[config.mk]
export PLATFORM = sky130hd
export DESIGN_NAME = video_timing_gen_flat
export DESIGN_NICKNAME = d
export VERILOG_FILES = /design/src/rtl/video_timing_gen_if.sv /design/src/rtl/video_timing_gen.sv /design/src/flat_wrapper.sv
export SDC_FILE = /design/constraint.sdc
export NUM_CORES = 1
export LEC_CHECK = 0
export BUFFER_PORTS_ARGS = -buffer_cell sky130_fd_sc_hd__buf_2
export CAP_MARGIN = 0
export CORE_ASPECT_RATIO = 1.2
export CORE_MARGIN = 2
export CORE_UTILIZATION = 60
export CTS_CLUSTER_SIZE = 12
export DETAILED_ROUTE_END_ITERATION = 8
export GPL_ROUTABILITY_DRIVEN = 0
export PLACE_DENSITY_LB_ADDON = 0.2
export SKIP_LAST_GASP = 1
export SYNTH_ARGS = -nofsm -noshare
export SYNTH_HDL_FRONTEND = slang
export SYNTH_SLANG_ARGS = --single-unit
[constraint.sdc]
create_clock -name clk -period 6.1 [get_ports clk]
set_clock_uncertainty 0.1 [all_clocks]
set_input_delay 1.83 -clock clk [delete_from_list [all_inputs] [get_ports clk]]
set_output_delay 1.83 -clock clk [all_outputs]
set_load 0.1 [all_outputs]
[src/rtl/video_timing_gen_if.sv]
// Raster timing bundle shared by the timing source and the TMDS encoders.
interface video_timing_gen_if #(
  parameter int unsigned CW = 12
);
  logic          pixel_stb;
  logic          window;
  logic          hsync;
  logic          vsync;
  logic [CW-1:0] x;
  logic [CW-1:0] y;
  logic          line_start;
  logic          frame_start;

  modport master (
    output pixel_stb, window, hsync, vsync, x, y, line_start, frame_start
  );

  modport slave (
    input pixel_stb, window, hsync, vsync, x, y, line_start, frame_start
  );
endinterface

[src/rtl/video_timing_gen.sv]
// Raster timing source: pixel strobe divider, h/v counters and registered
// zero-latency decode of window, syncs, coordinates and start pulses.
module video_timing_gen #(
  parameter int unsigned CLK_DIV  = 10,
  parameter int unsigned H_ACTIVE = 640,
  parameter int unsigned H_FP     = 16,
  parameter int unsigned H_SYNC   = 96,
  parameter int unsigned H_BP     = 48,
  parameter int unsigned V_ACTIVE = 480,
  parameter int unsigned V_FP     = 10,
  parameter int unsigned V_SYNC   = 2,
  parameter int unsigned V_BP     = 33,
  parameter bit          HS_POL   = 1'b0,
  parameter bit          VS_POL   = 1'b0,
  parameter int unsigned CW       = 12
) (
  input  logic               clk,
  input  logic               reset,
  video_timing_gen_if.master vid_o
);

  localparam int unsigned H_TOTAL  = H_ACTIVE + H_FP + H_SYNC + H_BP;
  localparam int unsigned V_TOTAL  = V_ACTIVE + V_FP + V_SYNC + V_BP;
  localparam int unsigned HS_START = H_ACTIVE + H_FP;
  localparam int unsigned HS_END   = H_ACTIVE + H_FP + H_SYNC;
  localparam int unsigned VS_START = V_ACTIVE + V_FP;
  localparam int unsigned VS_END   = V_ACTIVE + V_FP + V_SYNC;
  localparam int unsigned DW       = (CLK_DIV > 1) ? $clog2(CLK_DIV) : 1;

  // run_q is low for the reset state; the first edge out of reset loads
  // pixel (0,0) with div_cnt=0 so cycle 0 already presents the first pixel.
  logic          run_q,  run_d;
  logic [DW-1:0] div_q,  div_d;
  logic [CW-1:0] h_q,    h_d;
  logic [CW-1:0] v_q,    v_d;
  logic          stb_q,  stb_d;
  logic          win_q,  win_d;
  logic          hs_q,   hs_d;
  logic          vs_q,   vs_d;
  logic          ls_q,   ls_d;
  logic          fs_q,   fs_d;

  // Next counter state and decode of the pixel that will be in force next.
  always_comb begin
    run_d = 1'b1;
    div_d = div_q;
    h_d   = h_q;
    v_d   = v_q;
    if (!run_q) begin
      div_d = '0;
      h_d   = '0;
      v_d   = '0;
    end else begin
      if (div_q == DW'(CLK_DIV - 1)) div_d = '0;
      else                           div_d = div_q + DW'(1);
      if (stb_q) begin
        if (h_q == CW'(H_TOTAL - 1)) begin
          h_d = '0;
          if (v_q == CW'(V_TOTAL - 1)) v_d = '0;
          else                         v_d = v_q + CW'(1);
        end else begin
          h_d = h_q + CW'(1);
        end
      end
    end
    stb_d = (div_d == DW'(CLK_DIV - 1));
    win_d = (h_d < CW'(H_ACTIVE)) && (v_d < CW'(V_ACTIVE));
    hs_d  = ((h_d >= CW'(HS_START)) && (h_d < CW'(HS_END))) ? HS_POL : ~HS_POL;
    vs_d  = ((v_d >= CW'(VS_START)) && (v_d < CW'(VS_END))) ? VS_POL : ~VS_POL;
    ls_d  = stb_d && (h_d == '0);
    fs_d  = ls_d && (v_d == '0);
  end

  // State and output registers with synchronous reset.
  always_ff @(posedge clk) begin
    if (reset) begin
      run_q <= 1'b0;
      div_q <= '0;
      h_q   <= '0;
      v_q   <= '0;
      stb_q <= 1'b0;
      win_q <= 1'b0;
      hs_q  <= ~HS_POL;
      vs_q  <= ~VS_POL;
      ls_q  <= 1'b0;
      fs_q  <= 1'b0;
    end else begin
      run_q <= run_d;
      div_q <= div_d;
      h_q   <= h_d;
      v_q   <= v_d;
      stb_q <= stb_d;
      win_q <= win_d;
      hs_q  <= hs_d;
      vs_q  <= vs_d;
      ls_q  <= ls_d;
      fs_q  <= fs_d;
    end
  end

  assign vid_o.pixel_stb   = stb_q;
  assign vid_o.window      = win_q;
  assign vid_o.hsync       = hs_q;
  assign vid_o.vsync       = vs_q;
  assign vid_o.x           = h_q;
  assign vid_o.y           = v_q;
  assign vid_o.line_start  = ls_q;
  assign vid_o.frame_start = fs_q;

endmodule
[src/flat_wrapper.sv]
// flat-port wrapper written by rule: the top's interface ports become plain ports
module video_timing_gen_flat 
#(
  parameter int unsigned CLK_DIV  = 10,
  parameter int unsigned H_ACTIVE = 640,
  parameter int unsigned H_FP     = 16,
  parameter int unsigned H_SYNC   = 96,
  parameter int unsigned H_BP     = 48,
  parameter int unsigned V_ACTIVE = 480,
  parameter int unsigned V_FP     = 10,
  parameter int unsigned V_SYNC   = 2,
  parameter int unsigned V_BP     = 33,
  parameter bit          HS_POL   = 1'b0,
  parameter bit          VS_POL   = 1'b0,
  parameter int unsigned CW       = 12
)
  (clk, reset, vid_o_pixel_stb, vid_o_window, vid_o_hsync, vid_o_vsync, vid_o_x, vid_o_y, vid_o_line_start, vid_o_frame_start);
  video_timing_gen_if #(.CW(CW)) vid_o_i ();
  input  logic clk;
  input  logic reset;
  output wire logic [$bits(vid_o_i.pixel_stb)-1:0] vid_o_pixel_stb;
  output wire logic [$bits(vid_o_i.window)-1:0] vid_o_window;
  output wire logic [$bits(vid_o_i.hsync)-1:0] vid_o_hsync;
  output wire logic [$bits(vid_o_i.vsync)-1:0] vid_o_vsync;
  output wire logic [$bits(vid_o_i.x)-1:0] vid_o_x;
  output wire logic [$bits(vid_o_i.y)-1:0] vid_o_y;
  output wire logic [$bits(vid_o_i.line_start)-1:0] vid_o_line_start;
  output wire logic [$bits(vid_o_i.frame_start)-1:0] vid_o_frame_start;
  assign vid_o_pixel_stb = vid_o_i.pixel_stb;
  assign vid_o_window = vid_o_i.window;
  assign vid_o_hsync = vid_o_i.hsync;
  assign vid_o_vsync = vid_o_i.vsync;
  assign vid_o_x = vid_o_i.x;
  assign vid_o_y = vid_o_i.y;
  assign vid_o_line_start = vid_o_i.line_start;
  assign vid_o_frame_start = vid_o_i.frame_start;
  video_timing_gen #(.CLK_DIV(CLK_DIV), .H_ACTIVE(H_ACTIVE), .H_FP(H_FP), .H_SYNC(H_SYNC), .H_BP(H_BP), .V_ACTIVE(V_ACTIVE), .V_FP(V_FP), .V_SYNC(V_SYNC), .V_BP(V_BP), .HS_POL(HS_POL), .VS_POL(VS_POL), .CW(CW)) u_core (.clk(clk), .reset(reset), .vid_o(vid_o_i));
endmodule
-- Word level (Yosys, flattened, before mapping)
Index checks and enable logic that the tools add are counted.
- register bits after elaboration: 35
- bits of input ports: 2
- word-level logic and storage cells: 42
- output and inout bits: 30
- magnitude comparators: 6
- reductions and logical operators: 7
- equality and inequality tests: 4
- mux-type cells: 12
- $add $sub $neg: 3
- operator list (operator ; count):
    12-bit two-way mux ; 7
    12-bit by 1-bit adder with 12-bit output (second input constant) ; 2
    12-bit by 10-bit == test with 1-bit output (second input constant) ; 2
    12-bit zero test ; 2
    12-bit by 10-bit less-than comparator with 1-bit output (second input constant) ; 2
    12-bit by 9-bit less-than comparator with 1-bit output (second input constant) ; 2
    12-bit by 10-bit greater-or-equal comparator with 1-bit output (second input constant) ; 1
    12-bit by 9-bit greater-or-equal comparator with 1-bit output (second input constant) ; 1
    4-bit == test (second input constant) ; 2
    4-bit two-way mux ; 2
    1-bit logical AND ; 5
    4-bit by 1-bit adder with 4-bit output (second input constant) ; 1
    1-bit two-way mux ; 3

-- Longest topological paths before layout
- depth in word-level cells: 8
- depth in mapped cells: 9

-- Worst setup path after synthesis
OpenSTA, ideal clock, no wires.
- kind: input to register
- start: in reset
- end: reg u_core.fs_q (netlist: u_core.vid_o.frame_start)
- stages on the path: 6
- setup slack: 2.794 ns
- data arrival time: 3.114 ns
- buffers on the path: 0
- library setup time: 0.092 ns
- path through: inv_1 > nand2_1 > a2111oi_1 > nand2_1 > or4_1 > nor4_1
- RTL lines (what ; RTL line ; source):
    from (decl) ; flat_wrapper.sv:20 ; input logic reset;
    to (signal assigned) ; video_timing_gen.sv:97 ; fs_q <= fs_d;
    to (decl) ; video_timing_gen.sv:41 ; logic fs_q, fs_d;

==> results.cfg <==
[outcome]
outcome = complete, no violations

[synth]
netlist_top_cells_count = dfxtp_1, nor2_1, nand2_1
yosysWarnings = 0
synth_largest_area_cell = dfxtp_1
synth_area_leaders = dfxtp_1, nor2_1, nand4_1
netlist.area_leader.share_pct = 34.4
ys_seq_area_share_pct = 34.4
synth_edf_count = 0
syn_inst = 251
syn-cell-area_um2 = 2040
synth_cell_types = 55
avgSynthCellArea_um2 = 8.12
synth.net_count = 258
synth_ff_type = dfxtp_1
synth_seq_cells = 35
synthArstFlopShare_pct = 0

[cells_and_area]
final_layout_size_suffix_gt1_share_pct = 16.9
syn_to_final_growth_pct = 12.4
nNetsFinal = 284
diodes = 0

[cts]
cts-resized-gates = 0
clock_latency_ps = 290
cts.sink_count = 35
cts_buffer_depth = 2
cts_buffers = 5
htreeDepth = 2
ctsHoldBuffers = 0
clk_pin_slew_ps = 60
root_buffer = clkbuf_8
tritoncts = yes
post_cts_buffers = 0

[critical_path]
cpMaxStageDelayCell = a2111oi_1
crit_path_end_kind = register
arrival_ps = 3610
max_stage_delay_ps = 510
path_class = in -> reg
critPathLaunchType = primary input
critPathTopFamily = simple AND/OR/NAND/NOR gates
crit_top_cell = nand2_1
cp.required_ps = 6200
cp_max_fo = 11
crit_buf_inv = 2
path_cells = buf_2 > inv_1 > nand2_1 > a2111oi_1 > nand2_1 > or4_1 > nor4_1

[global_routing]
grt_max_degree = 17
grt_pass1_wl_um = 8220
antenna_found_initial = 0
grt_pass1_vias = 1834
grt-ovfl-total = 0
groute.usage.overall_pct = 27.4

[routing]
drc = 0
drtPass1Iterations = 4
wl_per_cell_um = 15.4
wl_met2_um = 2420
wl_met3_um = 196
highest_layer = met4
drt_wl_total_um = 4870
via_count = 1952
postRouteAntennaNets = 0
m1WireLength_um = 2130
drt-initial-drc-count = 159
viasPerCell = 6.20

[sta]
setup_viol = 0
final.setup.worst_slack_ps = 2590
hold_viol = 0
finalCriticalPeriod_ps = 3510
slew_headroom_pct = 56.0
drv_slew = 0
tightest_slew_ps = 658
fmax_mhz = 285
rsz0062_at_grt = false
tns_ps = 0
period_share_pct = 57.6

[pwr]
power_uw = 425
powerDensity_nw_per_um2 = 186
peakVddDrop_v = 0.000153
p_leak_nw = 0.868

[die]
fp.dieH_um = 67.8
die_area_um2 = 3880
core_area_um2 = 3310
rows = 23
ios = 32
start_util_pct = 61.6
die_x_um = 57.2

[place]
io_buffers = 31
place_ws_ps = 2280
dp_hpwl_um = 3630

[flow_run]
drv_cap = 0

[min_path]
min_path_type = reg -> reg
[worst reg2reg max path: stages (launching register included)]
cell and delay (ps):
dfxtp_1 470, ha_1 300, and4bb_2 280, nand4_1 530, o211ai_1 400, o21ai_0 130, or4_1 540, nor4_1 230
[per-layer routing]
metal	track usage (%)	vias up
met5	0	-
met4	12.8	0
met3	4.73	11
met2	49.1	53
met1	32.0	909
li1	-	979
[power by group]
part	switching [mW]	internal (mW)
sequential	0.00249	0.230
combinational	0.00883	0.00250
clock	0.0787	0.103
[stage by stage]
stage / instances / hold slack (ps) / area (um2) / utilization [%]
2_1_floorplan: 251 / 345 / 2040 / -
3_3_place_gp: 307 / 367 / 2190 / 66.2
3_5_place_dp: 307 / 389 / 2190 / 66.2
4_1_cts: 315 / 404 / 2290 / 69.2
5_1_grt: 315 / 430 / 2290 / 69.2
6_report: 315 / 399 / 2290 / 69.2
[cells in the final DEF, fill, tap and decap left out, types with 4 or more instances in the layout]
cell type,netlist,routed
nor2_1,35,35
dfxtp_1,35,35
buf_2,3,31
nand2_1,15,15
inv_1,11,11
nand4_1,11,11
nor3_1,11,11
o21ai_0,10,10
nand3_1,9,9
a21oi_1,9,9
nor4_1,8,8
xor2_1,7,7
clkbuf_8,0,7
and3_1,6,6
xnor2_1,6,6
ha_1,5,5
or3_1,4,4
nor4bb_1,4,4
a211oi_1,4,4
[layout make-up]
cell class              instances  area (um2)
fillers                       286        1020
flip-flops and latches         35         701
repair buffers                 31         155
multi-input cells             193        1250
clock buffers                   8         100
inverters                      11        41.3
well taps                      37        46.3
[path summary, 6_finish.rpt]
check | start | to | cells past startpoint | slack [ps]
worst max-delay path | reset | u_core.vid_o.frame_start | 7 | 2590
worst min-delay path | u_core.div_q[0] | u_core.div_q[0] | 1 | 400
worst min register to register | u_core.div_q[0] | u_core.div_q[0] | 1 | 400
worst max register to register | u_core.vid_o.x[0] | u_core.vid_o.frame_start | 7 | 3020
[kinds of logic (layout without fill, tap and decap cells)]
logic type | count (synthesis) | after routing | synth area share, %
AND/OR/NAND/NOR | 127 | 127 | 36.0
buffers and inverters | 23 | 50 | 4.42
XOR/XNOR | 13 | 13 | 5.59
multiplexers | 2 | 2 | 1.04
AO/OA/AOI/OAI | 46 | 46 | 15.5
adder cells (fa/ha/maj) | 5 | 5 | 3.07
flip-flops | 35 | 35 | 34.4
No activity file was read; power rests on OpenSTA's default activity.
